==> config.mk <==
export PLATFORM = sky130hd
export DESIGN_NAME = instr_prefetch_buffer
export DESIGN_NICKNAME = d
export VERILOG_FILES = /design/src/rtl/prefetch_pkg.sv /design/src/rtl/prefetch_fifo.sv /design/src/rtl/instr_prefetch_buffer.sv
export SDC_FILE = /design/constraint.sdc
export NUM_CORES = 1
export LEC_CHECK = 0
export CAP_MARGIN = 10
export CORE_MARGIN = 1
export CORE_UTILIZATION = 28
export CTS_BUF_LIST = sky130_fd_sc_hd__clkbuf_8 sky130_fd_sc_hd__clkbuf_16
export DETAILED_ROUTE_END_ITERATION = 12
export PLACE_DENSITY = 0.53
export SYNTH_ARGS = -nofsm -noshare
export SYNTH_HDL_FRONTEND = slang
export SYNTH_HIERARCHICAL = 1
export SYNTH_SLANG_ARGS = --single-unit
==> constraint.sdc <==
create_clock -name clk -period 7.27 [get_ports clk]
set_clock_uncertainty 0.1 [all_clocks]
set_input_delay 0.727 -clock clk [delete_from_list [all_inputs] [get_ports clk]]
set_output_delay 0.727 -clock clk [all_outputs]
set_load 0.01 [all_outputs]
==> src/rtl/prefetch_pkg.sv <==
// Shared types and helpers for the instruction prefetch buffer.
package prefetch_pkg;

  localparam logic [31:0] NOP_INSTR  = 32'h0000_0013;
  localparam int unsigned WORD_BYTES = 4;

  typedef enum logic [0:0] {
    IDLE  = 1'b0,
    FETCH = 1'b1
  } fsm_state_e;

  typedef struct packed {
    logic [31:0] addr;
    logic [31:0] data;
  } fifo_entry_t;

  function automatic logic [31:0] next_word(input logic [31:0] pc);
    return pc + 32'(WORD_BYTES);
  endfunction

  function automatic logic [31:0] align_word(input logic [31:0] a);
    return {a[31:2], 2'b00};
  endfunction

endpackage

==> src/rtl/prefetch_fifo.sv <==
// DEPTH-entry synchronous FIFO of {addr, data} words; clear beats push and pop.
module prefetch_fifo
  import prefetch_pkg::*;
#(
  parameter int unsigned DEPTH = 4
) (
  input  logic                   clk,
  input  logic                   rst_n,
  input  logic                   clear_i,
  input  logic                   push_i,
  input  fifo_entry_t            push_entry_i,
  input  logic                   pop_i,
  output fifo_entry_t            head_o,
  output logic [$clog2(DEPTH):0] count_o,
  output logic                   full_o
);

  localparam int unsigned PtrW = $clog2(DEPTH);
  localparam int unsigned CntW = PtrW + 1;
  localparam logic [CntW-1:0] Full = CntW'(DEPTH);

  fifo_entry_t     r_mem [DEPTH];
  logic [PtrW-1:0] r_wr_ptr;
  logic [PtrW-1:0] r_rd_ptr;
  logic [CntW-1:0] r_count;
  logic            w_push;
  logic            w_pop;

  assign full_o  = (r_count == Full);
  assign w_pop   = pop_i & (r_count != '0);
  assign w_push  = push_i & (~full_o | w_pop);
  assign count_o = r_count;
  assign head_o  = r_mem[r_rd_ptr];

  always_ff @(posedge clk or negedge rst_n) begin
    if (!rst_n) begin
      r_wr_ptr <= '0;
      r_rd_ptr <= '0;
      r_count  <= '0;
    end else if (clear_i) begin
      r_wr_ptr <= '0;
      r_rd_ptr <= '0;
      r_count  <= '0;
    end else begin
      if (w_push) r_wr_ptr <= r_wr_ptr + PtrW'(1);
      if (w_pop)  r_rd_ptr <= r_rd_ptr + PtrW'(1);
      r_count <= r_count + CntW'(w_push) - CntW'(w_pop);
    end
  end

  // Storage is not reset; the head is only consumed while count is non-zero.
  always_ff @(posedge clk) begin
    if (w_push && !clear_i) r_mem[r_wr_ptr] <= push_entry_i;
  end

endmodule

==> src/rtl/instr_prefetch_buffer.sv <==
// Sequential instruction prefetcher with redirect flush and in-flight discard.
// Optional statistics counters enabled by defining PREFETCH_STATS_EN.
module instr_prefetch_buffer
  import prefetch_pkg::*;
#(
  parameter int unsigned DEPTH           = 4,
  parameter int unsigned MAX_OUTSTANDING = 2,
  parameter logic [31:0] BOOT_ADDR       = 32'h0000_0000
) (
  input  logic        clk,
  input  logic        rst_n,
  input  logic        fetch_en_i,
  input  logic        branch_i,
  input  logic [31:0] branch_addr_i,
  output logic        mem_req_o,
  output logic [31:0] mem_addr_o,
  input  logic        mem_gnt_i,
  input  logic        mem_rvalid_i,
  input  logic [31:0] mem_rdata_i,
  output logic        instr_valid_o,
  output logic [31:0] instr_rdata_o,
  output logic [31:0] instr_addr_o,
  input  logic        instr_ready_i
`ifdef PREFETCH_STATS_EN
  ,
  output logic [15:0] stat_discard_o,
  output logic [15:0] stat_stall_o
`endif
);

  localparam int unsigned CntW = $clog2(DEPTH) + 1;
  localparam int unsigned OutW = $clog2(MAX_OUTSTANDING + 1);

  fsm_state_e      r_state;
  fsm_state_e      w_state_nxt;
  logic [31:0]     r_fetch_pc;
  logic [31:0]     r_resp_pc;
  logic [OutW-1:0] r_outstanding;
  logic [OutW-1:0] w_outstanding_nxt;
  logic [OutW-1:0] r_discard;
  logic [OutW-1:0] w_discard_nxt;

  logic [CntW-1:0] w_count;
  logic            w_full;
  logic            w_valid;
  logic            w_credit_ok;
  logic            w_req;
  logic            w_gnt;
  logic            w_drop;
  logic            w_push;
  logic            w_pop;
  fifo_entry_t     w_head;
  fifo_entry_t     w_push_entry;
  logic            w_unused_addr_lsbs;

  assign w_unused_addr_lsbs = ^branch_addr_i[1:0];

  // Reserve FIFO space for every request still in flight so a push never overflows.
  assign w_credit_ok = ((32'(w_count) + 32'(r_outstanding)) < 32'(DEPTH)) &&
                       (32'(r_outstanding) < 32'(MAX_OUTSTANDING));
  assign w_req   = (r_state == FETCH) & fetch_en_i & ~branch_i & w_credit_ok;
  assign w_gnt   = w_req & mem_gnt_i;

  // A response landing in the redirect cycle is stale as well.
  assign w_drop  = mem_rvalid_i & (branch_i | (r_discard != '0));
  assign w_push  = mem_rvalid_i & ~w_drop;
  assign w_valid = (w_count != '0);
  assign w_pop   = w_valid & instr_ready_i & ~branch_i;

  assign w_push_entry.addr = r_resp_pc;
  assign w_push_entry.data = mem_rdata_i;

  prefetch_fifo #(
    .DEPTH (DEPTH)
  ) u_fifo (
    .clk          (clk),
    .rst_n        (rst_n),
    .clear_i      (branch_i),
    .push_i       (w_push),
    .push_entry_i (w_push_entry),
    .pop_i        (w_pop),
    .head_o       (w_head),
    .count_o      (w_count),
    .full_o       (w_full)
  );

  always_comb begin
    w_outstanding_nxt = r_outstanding;
    if (w_gnt) w_outstanding_nxt = w_outstanding_nxt + OutW'(1);
    if (mem_rvalid_i && (w_outstanding_nxt != '0)) begin
      w_outstanding_nxt = w_outstanding_nxt - OutW'(1);
    end
  end

  always_comb begin
    w_discard_nxt = r_discard;
    if (branch_i) begin
      w_discard_nxt = w_outstanding_nxt;
    end else if (mem_rvalid_i && (r_discard != '0)) begin
      w_discard_nxt = r_discard - OutW'(1);
    end
  end

  always_comb begin
    w_state_nxt = r_state;
    unique case (r_state)
      IDLE:    if (fetch_en_i) w_state_nxt = FETCH;
      FETCH:   if (!fetch_en_i && (r_outstanding == '0)) w_state_nxt = IDLE;
      default: w_state_nxt = IDLE;
    endcase
  end

  always_ff @(posedge clk or negedge rst_n) begin
    if (!rst_n) begin
      r_state       <= IDLE;
      r_fetch_pc    <= BOOT_ADDR;
      r_resp_pc     <= BOOT_ADDR;
      r_outstanding <= '0;
      r_discard     <= '0;
    end else begin
      r_state       <= w_state_nxt;
      r_outstanding <= w_outstanding_nxt;
      r_discard     <= w_discard_nxt;
      if (branch_i) begin
        r_fetch_pc <= align_word(branch_addr_i);
        r_resp_pc  <= align_word(branch_addr_i);
      end else begin
        if (w_gnt)  r_fetch_pc <= next_word(r_fetch_pc);
        if (w_push) r_resp_pc  <= next_word(r_resp_pc);
      end
    end
  end

  assign mem_req_o     = w_req;
  assign mem_addr_o    = r_fetch_pc;
  assign instr_valid_o = w_valid;
  assign instr_rdata_o = w_valid ? w_head.data : '0;
  assign instr_addr_o  = w_valid ? w_head.addr : '0;

`ifdef PREFETCH_STATS_EN
  logic [15:0] r_stat_discard;
  logic [15:0] r_stat_stall;

  always_ff @(posedge clk or negedge rst_n) begin
    if (!rst_n) begin
      r_stat_discard <= '0;
      r_stat_stall   <= '0;
    end else begin
      if (w_drop && (r_stat_discard != 16'hFFFF)) r_stat_discard <= r_stat_discard + 16'd1;
      if ((r_state == FETCH) && instr_ready_i && !w_valid && (r_stat_stall != 16'hFFFF)) begin
        r_stat_stall <= r_stat_stall + 16'd1;
      end
    end
  end

  assign stat_discard_o = r_stat_discard;
  assign stat_stall_o   = r_stat_stall;
`endif

`ifndef SYNTHESIS
  a_no_overflow : assert property (@(posedge clk) disable iff (!rst_n)
    !(w_push && w_full && !w_pop));
`endif

endmodule

==> impl_metrics.yaml, run 1 <==
cts:
  cts_sinks: 328
  cts_buffer_depth: 3
  post-cts-setup-buffers: 0
  cts_resized: 0
  clockRootBuffer: "clkbuf_16"
  cts_buffers: 38
  cts.clk_slew.worst_paths_ns: 0.06
  cts_max_level: 2
  clock_latency_ns: 0.54
  cts_hold_buf: 0
  cts_tree: "done"
sta:
  rsz0062_at_grt: "false"
  finalSetupTns_ns: 0
  slew_headroom: 0.307
  setup_viol: 0
  drv_slew: 0
  setup_ws_ns: 2.99
  finalHoldViolCount: 0
  hold_slack_ns: 0.334
  fmax_mhz: 233
  period_needed_ns: 4.28
  fin_crit_sh: 0.589
  tightestPinTransition_ns: 1.04
finish:
  nets: 1119
  synthToLayoutAreaGrowth_pct: 25.6
  regArea_sq_um: 9490
  diodes: 0
  final_layout_size_suffix_gt1_frac: 0.141
  fill_cells: 4588
  multiInputGateArea_sq_um: 4060
setup_path:
  critPathKind: "flop to output pin"
  cp.arrival_ns: 3.46
  reg2reg_slack_ns: 3.48
  r2r-start: "u_fifo/count_o[1]"
  r2r_end: "u_fifo/r_mem[2][51]"
  critPathCaptureType: "output pin"
  startpoint_type: "flop"
  cp.required_ns: 6.44
  worstPathMaxFanout: 41
  reg2reg_depth: 7
placement:
  port_buffers: 164
  place_congestion: 0.754
  hpwlAfterDp_um: 20200
  preCtsSetupSlack_ns: 3.22
min_path:
  worstHoldPathType: "primary input to asynchronous set/reset pin"
run_status:
  status: "completed"
floorplan:
  die_h_um: 224
  start_util: 0.286
  ios: 169
  num_rows: 80
  dieArea_sq_um: 50100
  core-area_sq_um: 48100
  fp.dieW_um: 224
global_route:
  grt_max_degree: 73
  grt_pass1_vias: 8208
  gr-usage-met3: 0.0317
  track_usage: 0.131
  grt_use_met2: 0.210
  grt_pass1_wl_um: 49600
  met1_usage: 0.180
  grt_busiest_layer: "met2"
  antenna_found_initial: 0
  overflow: 0
synthesis:
  ys_warn_count: 6
  syn_avg_cell_area_sq_um: 16.2
  synthCells: 849
  synth.cell_area_sq_um: 13800
power:
  pwr-share-seq: 0.482
  ir_worst_vdd_v: 0.000134
  power_uw: 4590
  intPower_uw: 3470
  p_sw_frac: 0.244
  switching_power_uw: 1120
  power.share.combinational: 0.131
  clkPwrFrac: 0.387
  leakage_uw: 0.00574
  cellPowerDensity_nw_per_um2: 265
route:
  drt_iter0_markers: 458
  vias_per_cell: 4.66
  drtAntennaViolNets: 0
  totalWireLength_um: 32200
  wire_per_inst_um: 18.8
  vias: 7996
  first_pass_iters: 5
  route.detailed.drc: 0
job:
  drv_cap: 0
## worst max-delay path, stage by stage (launching register included)
cell and delay, ns:
dfrtp_4 1.02, buf_4 0.61, mux4_2 0.57, and2_1 0.15, clkdlybuf4s50_1 0.57
## power by group through the flow
stage                     Sequential (uW)  Clock [uW]  Combinational (uW)
after floorplan                      2220           0                 300
after global placement               2250           0                 610
after detailed placement             2250           0                 617
after CTS                            2210        1830                 620
after global routing                 2230        1900                 664
final                                2210        1780                 603
## worst max-delay path by stage
stage	startpoint	to	slack [ns]
floorplan	branch_i	u_fifo/r_mem[0][0]	3.02
global placement	branch_i	u_fifo/r_mem[2][12]	3.30
finish	u_fifo/r_rd_ptr[0]	instr_addr_o[14]	2.99
global route	u_fifo/r_rd_ptr[0]	instr_addr_o[30]	2.68
detailed placement	branch_i	u_fifo/r_mem[2][12]	3.22
CTS	u_fifo/r_rd_ptr[0]	instr_addr_o[30]	2.81
## per-stage QoR
stage | instance area [sq um] | instances | util
3_3_place_gp | 16100 | 1651 | 0.335
5_1_grt | 17300 | 1716 | 0.359
2_1_floorplan | 13800 | 858 | -
6_report | 17300 | 1716 | 0.359
3_5_place_dp | 16100 | 1651 | 0.335
4_1_cts | 17300 | 1716 | 0.359
## final cells by class
cell class / count / share of cell area
Multi-Input combinational cell: 475 / 0.234
Inverter: 17 / 0.00369
Clock inverter: 25 / 0.00926
Timing Repair Buffer: 175 / 0.0991
Clock buffer: 40 / 0.0572
Sequential cell: 328 / 0.549
Tap cell: 656 / 0.0474
## cells in the final DEF, fill, tap and decap left out, types with 11 or more instances in the layout
master             n
edfxtp_1         256
clkdlybuf4s50_1  162
dfrtp_1           70
and2_1            67
mux4_2            64
nand2_1           58
clkbuf_16         39
nand3_1           33
o21ai_0           33
nor2_1            27
inv_1             26
nand4_1           21
xnor2_1           19
xor2_1            18
o211ai_1          15
o311ai_0          15
ha_1              12
and3_1            11
buf_4             11
## registers in the layout (all words and copies together) (netlist names)
name	flops
r_discard	2
u_fifo/r_wr_ptr	2
r_state	1
mem_addr_o	30
r_resp_pc	30
u_fifo/r_mem	256
u_fifo/count_o	3
r_outstanding	2
u_fifo/r_rd_ptr	2
## routing by layer
metal / part of all wire / vias to the layer above / wire, um
li1: - / 3643 / -
met1: 0.46 / 4090 / 15000
met2: 0.47 / 227 / 15100
met3: 0.052 / 36 / 1670
met4: 0.014 / 0 / 452
met5: 0 / - / 0
No activity file was read; power rests on OpenSTA's default activity.
==> run 2: changes to the inputs <==
==> constraint.sdc (replaced) <==
create_clock -name clk -period 4.06 [get_ports clk]
set_clock_uncertainty 0.1 [all_clocks]
set_input_delay 0.406 -clock clk [delete_from_list [all_inputs] [get_ports clk]]
set_output_delay 0.406 -clock clk [all_outputs]
set_load 0.01 [all_outputs]
==> impl_metrics.yaml, run 2 (synthesized netlist as in run 1, its figures left out) <==
power:
  power.share.combinational: 0.134
  leakage_uw: 0.00587
  switching_power_uw: 1990
  intPower_uw: 6150
  ir_worst_vdd_v: 0.000250
  clkPwrFrac: 0.380
  cellPowerDensity_nw_per_um2: 465
  p_sw_frac: 0.245
  pwr-share-seq: 0.486
finish:
  nets: 1140
  design_area_sq_um: 17500
  final_cell_mix: "256 x edfxtp_1, 162 x clkdlybuf4s50_1, 70 x dfrtp_1"
  final_common_cell: "edfxtp_1"
  largest_reg_flops: 256
  largest-register: "u_fifo/r_mem"
  final_layout_size_suffix_gt1_frac: 0.158
  fill_cells: 4628
  synthToLayoutAreaGrowth_pct: 27.0
  diodes: 0
run_status:
  status: "completed"
sta:
  fin_crit_sh: 0.824
  drv_slew: 0
  rsz0062_at_grt: "false"
  tightestPinTransition_ns: 0.890
  slew_headroom: 0.405
  setup_viol: 0
  finalHoldViolCount: 0
  fmax_mhz: 299
  period_needed_ns: 3.35
  finalSetupTns_ns: 0
cts:
  cts_max_level: 2
  cts_buffer_depth: 3
  cts_buffers: 37
  clock_latency_ns: 0.53
  cts.clk_slew.worst_paths_ns: 0.05
  cts_tree: "done"
  cts_sinks: 328
  clockRootBuffer: "clkbuf_16"
setup_path:
  cp.arrival_ns: 2.84
  worstPathMaxFanout: 25
  startpoint_type: "flop"
  cp.required_ns: 3.55
  critPathKind: "flop to output pin"
  critPathCaptureType: "output pin"
route:
  met1_length_um: 14400
  vias_per_cell: 4.60
  drt_iter0_markers: 540
  vias: 8007
  wire_per_inst_um: 18.6
  route.met3.wl_um: 1910
  top_layer_used: "met4"
  route.detailed.drc: 0
  met2_length_um: 15500
  first_pass_iters: 5
  drtAntennaViolNets: 0
  totalWireLength_um: 32400
global_route:
  antenna_found_initial: 0
  grt_pass1_wl_um: 49900
  overflow: 0
  grt_max_degree: 48
  track_usage: 0.132
  grt_pass1_vias: 8252
placement:
  dpl_cell_area_sq_um: 16400
  place_congestion: 0.745
  port_buffers: 164
  hpwlAfterDp_um: 21600
floorplan:
  die_h_um: 224
  core-area_sq_um: 48100
  ios: 169
  start_util: 0.286
  num_rows: 80
  fp.dieW_um: 224
  dieArea_sq_um: 50100
min_path:
  worstHoldPathType: "primary input to flop"
job:
  drv_cap: 0
-- run 2: cell count changes in the layout (fill, tap and decap cells not counted), sizes merged --
cell,before,now
buf,13,34
dlygate4sd3,0,1
clkinvlp,1,0
bufinv,2,1
clkbuf,40,39
clkinv,12,18
-- run 2: timing repair --
| item | 4_1_cts | 5_1_grt |
|---|---|---|
| hold buffers | 1 | 0 |
| setup buffers | 0 | 0 |
| endpoints found under the hold margin | 33 | 0 |
| resized for setup | 0 | 0 |
-- run 2: worst paths after layout --
check / from / to / slack, ns / depth (start not counted)
min in group asynchronous: rst_n / mem_addr_o[30] / 0.43 / 2
max reg2reg: u_fifo/count_o[1] / u_fifo/r_mem[3][14] / 0.95 / 6
min reg2reg: r_state / r_state / 0.41 / 1
max: u_fifo/r_rd_ptr[0] / instr_addr_o[12] / 0.71 / 4
min: branch_i / u_fifo/r_rd_ptr[0] / 0.26 / 2
max in group asynchronous: rst_n / r_resp_pc[14] / 2.59 / 3
-- run 2: final cells by class --
cell class | count | area (sq um) | area share
multi-input combinational | 475 | 4060 | 0.232
inverter | 17 | 63.8 | 0.00365
clock buffer | 39 | 976 | 0.0558
timing repair buffer | 197 | 1930 | 0.110
tap | 656 | 821 | 0.0469
clock inverter | 29 | 150 | 0.00858
sequential | 328 | 9490 | 0.543
-- run 2: power by group through the flow --
stage / registers, uW / logic, uW / clock network [uW]
final: 3960 / 1090 / 3090
after global routing: 3980 / 1200 / 3330
after CTS: 3960 / 1120 / 3200
after detailed placement: 4020 / 1110 / 0
after global placement: 4020 / 1100 / 0
after floorplan: 3980 / 537 / 0
-- run 2: worst max-delay path, stage by stage (launching register included) --
cell and delay, ns:
dfrtp_4 0.76, buf_4 0.35, mux4_2 0.56, and2_1 0.16, clkdlybuf4s50_1 0.47
-- run 2: metal layers --
metal | vias up | GRT usage
met2 | 195 | 0.213
met4 | 0 | 0.0314
li1 | 3688 | -
met5 | - | 0
met1 | 4075 | 0.176
met3 | 49 | 0.0345
-- run 2: per-stage QoR --
stage | hold slack (ns) | power [uW] | cells | utilization | setup slack (ns)
after floorplan | 0.0104 | 4520 | 858 | - | 0.129
after global placement | 0.388 | 5120 | 1672 | 0.340 | 0.923
after detailed placement | 0.393 | 5140 | 1672 | 0.340 | 0.883
after CTS | 0.226 | 8280 | 1741 | 0.363 | 0.592
after global routing | 0.308 | 8510 | 1741 | 0.363 | 0.514
final | 0.262 | 8140 | 1741 | 0.363 | 0.713
